==> src/rtl/vx_decode_ibuf.sv <==
// Per-warp decoded-instruction buffer feeding ISSUE_WIDTH issue slices.
// Each slice round-robins over its warps and holds its choice until it fires.
module vx_decode_ibuf #(
    parameter int NUM_WARPS   = 4,
    parameter int ISSUE_WIDTH = 2,
    parameter int DEPTH       = 4,
    parameter int DATA_WIDTH  = 64,
    localparam int WID_W      = (NUM_WARPS > 1) ? $clog2(NUM_WARPS) : 1
) (
    input  logic                             clk,
    input  logic                             reset_n,
    input  logic                             in_valid,
    input  logic [DATA_WIDTH-1:0]            in_data,
    input  logic [WID_W-1:0]                 in_wid,
    output logic                             in_ready,
    input  logic [NUM_WARPS-1:0]             flush,
    output logic [ISSUE_WIDTH-1:0]           out_valid,
    output logic [ISSUE_WIDTH*DATA_WIDTH-1:0] out_data,
    output logic [ISSUE_WIDTH*WID_W-1:0]     out_wid,
    input  logic [ISSUE_WIDTH-1:0]           out_ready,
    output logic [ISSUE_WIDTH-1:0]           ibuf_pop,
    output logic [NUM_WARPS-1:0]             warp_empty
);

    localparam int PTR_W     = $clog2(DEPTH);
    localparam int CNT_W     = PTR_W + 1;
    localparam int PER_SLICE = NUM_WARPS / ISSUE_WIDTH;
    localparam int LIDX_W    = (PER_SLICE > 1) ? $clog2(PER_SLICE) : 1;

    logic [DATA_WIDTH-1:0] mem [NUM_WARPS][DEPTH];
    logic [PTR_W-1:0]      rd_ptr_q [NUM_WARPS];
    logic [PTR_W-1:0]      wr_ptr_q [NUM_WARPS];
    logic [CNT_W-1:0]      count_q  [NUM_WARPS];

    logic [LIDX_W-1:0]      rr_q       [ISSUE_WIDTH];
    logic [LIDX_W-1:0]      lock_idx_q [ISSUE_WIDTH];
    logic [ISSUE_WIDTH-1:0] lock_q;

    logic [LIDX_W-1:0]      sel_idx [ISSUE_WIDTH];
    logic [WID_W-1:0]       sel_wid [ISSUE_WIDTH];
    logic [ISSUE_WIDTH-1:0] sel_valid;
    logic [ISSUE_WIDTH-1:0] fire;
    logic [NUM_WARPS-1:0]   nonempty;
    logic [NUM_WARPS-1:0]   push;
    logic [NUM_WARPS-1:0]   pop;

    always_comb begin
        for (int w = 0; w < NUM_WARPS; w++) begin
            nonempty[w] = (count_q[w] != '0);
        end
        warp_empty = ~nonempty;
        // Deliberately ignores same-cycle pops: a full queue refuses input.
        in_ready = (count_q[in_wid] < CNT_W'(DEPTH)) && !flush[in_wid];
        for (int w = 0; w < NUM_WARPS; w++) begin
            push[w] = in_valid && in_ready && (in_wid == WID_W'(w));
        end
    end

    // Slice selection: a held lock wins, otherwise first nonempty warp after rr_q.
    always_comb begin
        logic [LIDX_W-1:0] cidx;
        logic [WID_W-1:0]  cwid;
        cidx = '0;
        cwid = '0;
        for (int s = 0; s < ISSUE_WIDTH; s++) begin
            sel_idx[s]   = lock_idx_q[s];
            sel_wid[s]   = WID_W'(int'(lock_idx_q[s]) * ISSUE_WIDTH + s);
            sel_valid[s] = 1'b0;
            if (lock_q[s]) begin
                sel_valid[s] = nonempty[sel_wid[s]];
            end else begin
                // Descending scan so the nearest candidate after rr_q is kept last.
                for (int i = PER_SLICE; i >= 1; i--) begin
                    cidx = LIDX_W'((int'(rr_q[s]) + i) % PER_SLICE);
                    cwid = WID_W'(int'(cidx) * ISSUE_WIDTH + s);
                    if (nonempty[cwid]) begin
                        sel_idx[s]   = cidx;
                        sel_wid[s]   = cwid;
                        sel_valid[s] = 1'b1;
                    end
                end
            end
        end
    end

    always_comb begin
        out_data = '0;
        out_wid  = '0;
        pop      = '0;
        for (int s = 0; s < ISSUE_WIDTH; s++) begin
            out_data[s*DATA_WIDTH +: DATA_WIDTH] = mem[sel_wid[s]][rd_ptr_q[sel_wid[s]]];
            out_wid[s*WID_W +: WID_W]            = sel_wid[s];
            if (fire[s]) begin
                pop[sel_wid[s]] = 1'b1;
            end
        end
    end

    assign out_valid = sel_valid;
    assign fire      = sel_valid & out_ready;
    assign ibuf_pop  = fire;

    always_ff @(posedge clk) begin
        if (in_valid && in_ready) begin
            mem[in_wid][wr_ptr_q[in_wid]] <= in_data;
        end
    end

    always_ff @(posedge clk or negedge reset_n) begin
        if (!reset_n) begin
            for (int w = 0; w < NUM_WARPS; w++) begin
                rd_ptr_q[w] <= '0;
                wr_ptr_q[w] <= '0;
                count_q[w]  <= '0;
            end
            for (int s = 0; s < ISSUE_WIDTH; s++) begin
                rr_q[s]       <= '0;
                lock_idx_q[s] <= '0;
            end
            lock_q <= '0;
        end else begin
            for (int w = 0; w < NUM_WARPS; w++) begin
                if (flush[w]) begin
                    rd_ptr_q[w] <= '0;
                    wr_ptr_q[w] <= '0;
                    count_q[w]  <= '0;
                end else begin
                    if (push[w]) begin
                        wr_ptr_q[w] <= wr_ptr_q[w] + PTR_W'(1);
                    end
                    if (pop[w]) begin
                        rd_ptr_q[w] <= rd_ptr_q[w] + PTR_W'(1);
                    end
                    if (push[w] && !pop[w]) begin
                        count_q[w] <= count_q[w] + CNT_W'(1);
                    end else if (!push[w] && pop[w]) begin
                        count_q[w] <= count_q[w] - CNT_W'(1);
                    end
                end
            end
            for (int s = 0; s < ISSUE_WIDTH; s++) begin
                if (fire[s]) begin
                    rr_q[s]   <= sel_idx[s];
                    lock_q[s] <= 1'b0;
                end else if (sel_valid[s] && !flush[sel_wid[s]]) begin
                    lock_q[s]     <= 1'b1;
                    lock_idx_q[s] <= sel_idx[s];
                end else begin
                    lock_q[s] <= 1'b0;
                end
            end
        end
    end

endmodule

==> config.mk <==
export PLATFORM = sky130hd
export DESIGN_NAME = vx_decode_ibuf
export DESIGN_NICKNAME = d
export VERILOG_FILES = /design/src/rtl/vx_decode_ibuf.sv
export SDC_FILE = /design/constraint.sdc
export NUM_CORES = 1
export LEC_CHECK = 0
export BUFFER_PORTS_ARGS = -buffer_cell sky130_fd_sc_hd__buf_4
export CORE_AREA = 2 2 267 269
export DETAILED_ROUTE_END_ITERATION = 10
export DIE_AREA = 0 0 269 271
export PLACE_DENSITY = 0.75
export SKIP_LAST_GASP = 1
export SLEW_MARGIN = 0
export SYNTH_ARGS = -nofsm -noshare
export SYNTH_HDL_FRONTEND = slang
export SYNTH_SLANG_ARGS = --single-unit
==> constraint.sdc <==
create_clock -name clk -period 8 [get_ports clk]
set_input_delay 0.4 -clock clk [delete_from_list [all_inputs] [get_ports clk]]
set_output_delay 0.4 -clock clk [all_outputs]
set_load 0.01 [all_outputs]
Word level (Yosys, flattened, before mapping)

Memory sizes are Yosys's and may differ from the RTL's.
Index checks and enable logic that the tools add are counted.

Output and inout port bits: 141
Flip-flop bits (word level): 34
Word-level logic and storage cells: 219
Memories: 1
Bits in writable memories: 1,024
Input bits: 75

Magnitude comparators: 19
Reduce and logical (&&, ||, !) cells: 49
Add/sub/neg operators: 23
Multiplexer cells: 96
Bitwise operators: 11
Eq/ne operators: 3

Memories:

| memory | words | bits a word | rd ports | clocked after Yosys merged registers in | write ports | line | source |
|---|---|---|---|---|---|---|---|
| mem    | 4     | 256         | 2        | 0                                       | 1           | 30   | `logic [DATA_WIDTH-1:0] mem [NUM_WARPS][DEPTH];` |

Operators by type and width:

| operator                                           | count |
|---|---|
| 2-to-1 mux 64 bit                                  | 5 |
| binary-select mux 64 bit (select 2 bit)            | 2 |
| 2-to-1 mux 256 bit                                 | 1 |
| demux 64 bit (select 2 bit)                        | 1 |
| 2-to-1 mux 2 bit                                   | 28 |
| 2-to-1 mux 3 bit                                   | 14 |
| 2-to-1 mux 1 bit                                   | 31 |
| < comparator 2 x 3 -> 1 bit, second input constant | 9 |
| nonzero test 3 bit                                 | 8 |
| adder 2 x 1 -> 2 bit, second input constant        | 11 |
| logical AND 1 bit                                  | 19 |
| >= comparator 3 bit, second input constant         | 6 |
| NOT 2 -> 3 bit                                     | 6 |
| nonzero test 2 bit                                 | 8 |
| adder 3 x 1 -> 3 bit, second input constant        | 4 |
| binary-select mux 1 bit (select 2 bit)             | 6 |
| binary-select mux 2 bit (select 2 bit)             | 3 |
| subtractor 3 x 1 -> 3 bit, second input constant   | 4 |
| zero test 1 bit                                    | 11 |
| 2-to-1 mux 4 bit                                   | 2 |
| binary-select mux 3 bit (select 2 bit)             | 1 |
| adder 1 bit, second input constant                 | 4 |
| demux 1 bit (select 2 bit)                         | 2 |
| equality test 2 bit, second input constant         | 2 |
| 10 further kinds                                   | 13 |

Logic depth before layout (Yosys ltp)

Depth after elaboration: 17
Mapped depth: 9
Depth with buffers taken out: 8

Least setup slack after synthesis

OpenSTA, ideal clock, no wires.

Path type: input to register
Start point: input flush[1]
End point: memory mem[0][0] (netlist bit), enable pin
Setup slack: 1.575 ns
Path buffers: 1
Library setup time: 0.565 ns
Data arrival time: 5.860 ns
Stages: 6
Required time: 7.435 ns
Path through: clkbuf_1 > nor4b_1 > or4_1 > and3_1 > nand2_1 > nor3_1

Longest elaborated chain between the ends: 7

RTL lines:

| element                                  | line | source |
|---|---|---|
| start, declared                          | 16   | `input logic [NUM_WARPS-1:0] flush,` |
| binary-select mux 1 bit (select 2 bit)   | 53   | `in_ready = (count_q[in_wid] < CNT_W'(DEPTH)) && !flush[in_wid];` |
| 2-to-1 mux 1 bit (implied by the code)   | 53   |  |
| zero test 1 bit                          | 53   |  |
| logical AND 1 bit                        | 53   |  |
| named net in_ready                       | 15   | `output logic in_ready,` |
| logical AND 1 bit                        | 104  | `if (in_valid && in_ready) begin` |
| 2-to-1 mux 1 bit                         | 104  |  |
| 2-to-1 mux 256 bit (implied by the code) | 105  | `mem[in_wid][wr_ptr_q[in_wid]] <= in_data;` |
| end, declared                            | 30   |  |

The timed path passes the listed nets, and every way through them passes these cells. The select of a mux whose other input is x is not followed.

Worst setup path after layout

Start point: register count_q[6] (netlist bit)
End point: output out_data[86]

Longest elaborated chain between the ends: 14
Elaborated cells on any way between the ends: 17
Classes of those cells: mux (13); bitwise (2); reduce/logical (1); memory (1)

RTL lines:

| element                                                  | line | source |
|---|---|---|
| start, declared                                          | 33   | `logic [CNT_W-1:0] count_q [NUM_WARPS];` |
| start signal, assigned by index                          | 135  | `count_q[w] <= count_q[w] + CNT_W'(1);` |
| start signal, assigned by index                          | 137  | `count_q[w] <= count_q[w] - CNT_W'(1);` |
| nonzero test 3 bit (*)                                   | 49   | `nonempty[w] = (count_q[w] != '0);` |
| binary-select mux 1 bit (select 2 bit)                   | 76   | `if (nonempty[cwid]) begin` |
| 2-to-1 mux 1 bit (implied by the code)                   | 76   |  |
| 2-to-1 mux 2 bit                                         | 76   |  |
| 2-to-1 mux 2 bit (*)                                     | 76   |  |
| 2-to-1 mux 2 bit (*)                                     | 69   | `if (lock_q[s]) begin` |
| NOT 2 -> 3 bit (implied by the code)                     | 91   | `out_data[s*DATA_WIDTH +: DATA_WIDTH] = mem[sel_wid[s]][rd_ptr_q[sel_wid[s]]];` |
| binary-select mux 2 bit (select 2 bit)                   | 91   |  |
| 2-to-1 mux 2 bit (implied by the code) (2 in a row)      | 91   |  |
| NOT 2 -> 3 bit (implied by the code)                     | 91   |  |
| binary-select mux 64 bit (select 2 bit) (*)              | 91   |  |
| 2-to-1 mux 64 bit (implied by the code) (*) (2 in a row) | 91   |  |
| end, declared                                            | 18   | `output logic [ISSUE_WIDTH*DATA_WIDTH-1:0] out_data,` |

Every way passes the cells marked *; elsewhere a longest branch is shown, timed or not. The select of a mux whose other input is x is not followed.

==> impl_metrics.ini <==
[run_status]
status = completed

[die]
core_um2 = 69800
die_h_um = 271
dieArea_um2 = 72900
fp-row-count = 97
die_w_um = 269
num_io_pins = 216
start_util = 0.595

[critical_path]
crit_path_frequent_cell = buf_4
rr_worst_depth = 6
r2r_slack_ns = 4.31
path_class = register to primary output
crit_path_max_fanout = 60
required_ns = 7.60
timing.rr.end = mem[2][179]
crit_chain = nor3_2 -> o21a_1 -> or3_2 -> buf_4 -> o22ai_1 -> nor2_1 -> buf_4
r2r_start = count_q[11]
slowest_stage = buf_4
start_kind = register
crit_arrival_ns = 3.67
startpoint = count_q[6]
worstSetupEndpointType = primary output
critPathMaxStageDelay_ns = 0.75

[clock_network]
cts_buffers = 102
htree_num_levels = 3
clockBufferDepth = 3
clock_latency_ns = 0.66
cts_tree = yes
ctsRootBufferMaster = clkbuf_16
clock_sinks = 1058
path_clk_slew_ns = 0.06
postCtsSetupBuffers = 0

[logic_synthesis]
yosysTopAreaCell = edfxtp_1
ys.flop_type = edfxtp_1
ys_seq_elements = 1058
ys_top_cells_by_area = edfxtp_1 74%, mux2_2 13%, o22ai_1 3.5%
syn-cell-area_um2 = 41600
synth_top_area_share = 0.740
synthCells = 2261
yosysSeqAreaShare = 0.760
synth-edff-count = 1024
yosys.cell_types.count = 64
syn_area_per_cell_um2 = 18.4
yosysWarnings = 0
synth_fp_nets = 2340
ys_async_sr_fraction = 0.0321

[layout]
finalInstanceArea_um2 = 47400
register_area_um2 = 31600
syn_to_final_growth_pct = 14.2
multiInputGateArea_um2 = 9380
drive_above_1_share = 0.369
nFillCells = 4440
fin_nets = 2572

[global_routing]
grt_pass1_wl_mm = 136
antenna_found_initial = 1
overflow = 0
first_global_vias = 22100
grt_max_degree = 75
grt_usage = 0.250

[worst_hold_path]
timing.hold.worst.class = primary input to register
holdPathStages = 1
hp-start = in_data[18]
hold_path_end = mem[1][210]

[timing]
grt_setup_unrepaired = no
slew_viol_final = 0
worst_pin_slew_ns = 1.25
min_period_over_period = 0.509
slew_headroom = 0.168
period_minus_slack_ns = 4.07
setup_ws_ns = 3.93
fin_tns_setup_ns = 0
hold_violations = 0
setup_viol = 0
fmax_mhz = 246
skew_ns = 0.0234

[power_and_ir_drop]
p_leak_nw = 15.4
ir_worst_vdd_mv = 0.539
pwr_density_cell_nw_per_um2 = 343

[placed_design]
place_area_um2 = 44100
portBuffers = 213
dp_hpwl_mm = 49.0
place_ws_ns = 4.10
gp_congestion = 0.816

[drt]
avgRoutedWirePerCell_um = 25.7
routed_wl_mm = 90.5
antenna_left = 0
via_per_inst = 6.14
firstDrtPassIters = 7
drc = 0
first_iter_violations = 1829
vias = 21600

[job]
cap_violations = 0
-- per-stage QoR --
step | hold WS (ns) | std cells | power (mW) | utilization
floorplan | 0.104 | 2261 | 9.27 | -
global placement | 0.385 | 3324 | 11.5 | 0.631
detailed placement | 0.383 | 3324 | 11.6 | 0.631
CTS | 0.000173 | 3515 | 16.4 | 0.680
global route | 0.0270 | 3515 | 16.9 | 0.680
finish | 0.0399 | 3516 | 16.3 | 0.680
-- where the power goes --
| part | internal [mW] | switching, mW |
|---|---|---|
| sequential | 6.18 | 0.124 |
| combinational | 2.06 | 3.12 |
| clock | 2.79 | 2.00 |
| total | 11.0 | 5.24 |
-- synth_stat cells, types with 4 or more instances --
cell type,instances
edfxtp_1,1024
mux2_2,497
o22ai_1,234
nor2_1,167
clkbuf_1,63
dfrtp_1,34
buf_2,30
nand2_1,16
mux4_2,13
inv_1,12
o22ai_2,11
nor3_1,9
xnor2_1,9
buf_6,8
xor2_1,8
a21oi_1,6
buf_8,6
nor3b_1,6
o21ai_0,6
buf_4,5
nand2b_1,5
o21a_1,5
a211oi_1,4
fa_1,4
nor2b_1,4
o31ai_1,4
-- area by class of cell --
class | count | area share
clock inverters | 58 | 0.0139
flip-flops and latches | 1058 | 0.666
repair buffers | 250 | 0.0398
clock buffers | 128 | 0.0563
multi-input cells | 1067 | 0.198
well taps | 940 | 0.0248
inverters | 14 | 0.00124
diodes | 1 | 0.0000527
-- state kept, by name (all words and copies together) (netlist names) --
register,count
count_q,12
wr_ptr_q,8
rr_q,2
lock_q,2
lock_idx_q,2
mem,1024
rd_ptr_q,8
-- cell families (layout without fill, tap and decap cells) --
logic type                 after synthesis  after routing  share of synthesized area
and+or+nand+nor                        240            240                     0.0266
adders and majority gates                4              4                    0.00193
xor gates and xnor gates                17             17                    0.00358
other                                    2              3                   0.000181
buffers and inverters                  136            450                     0.0179
muxes                                  513            513                      0.143
AOI/OAI and AO/OA                      291            291                     0.0469
DFF                                   1058           1058                      0.760
-- worst max-delay path, delay by kind of cell, from the launching register on --
family / cells / cell delay (ns)
DFF: 1 / 0.44
buffers and inverters: 2 / 0.95
and+or+nand+nor: 3 / 1.04
AOI/OAI and AO/OA: 2 / 0.52
-- worst max-delay path by stage --
stage / end / slack, ns / cells past startpoint
floorplan: mem[0][0] / 1.58 / 6
global placement: mem[2][240] / 4.21 / 7
detailed placement: mem[2][176] / 4.10 / 7
CTS: out_data[66] / 3.90 / 5
global route: out_data[99] / 3.80 / 7
finish: out_data[86] / 3.93 / 7
-- routing by layer --
layer  GRT usage  vias to the layer above  wire [µm]
li1            -                     9453          -
met4      0.0719                        0       1930
met1       0.341                    11300      37200
met5           0                        -          0
met2       0.424                      686      46400
met3      0.0331                      114       5040
-- repair_timing --
item | CTS | global route
hold buffers | 5 | 0
endpoints found under the hold margin | 56 | 0
gates resized for setup | 0 | 0
-- cell usage in the layout, fill, tap and decap left out, types with 9 or more instances in the layout --
master and n:
clkinv_2 17, nor2_4 12, nand2_1 16, mux2_2 497, dfrtp_1 30, o22ai_2 11
edfxtp_1 1024, inv_1 12, xnor2_1 9, clkbuf_1 25, nor2_1 155, clkbuf_16 103
bufinv_16 13, clkinv_1 21, mux4_2 13, buf_4 245, o22ai_1 234
Note: power is estimated with default switching activity, not from simulation.
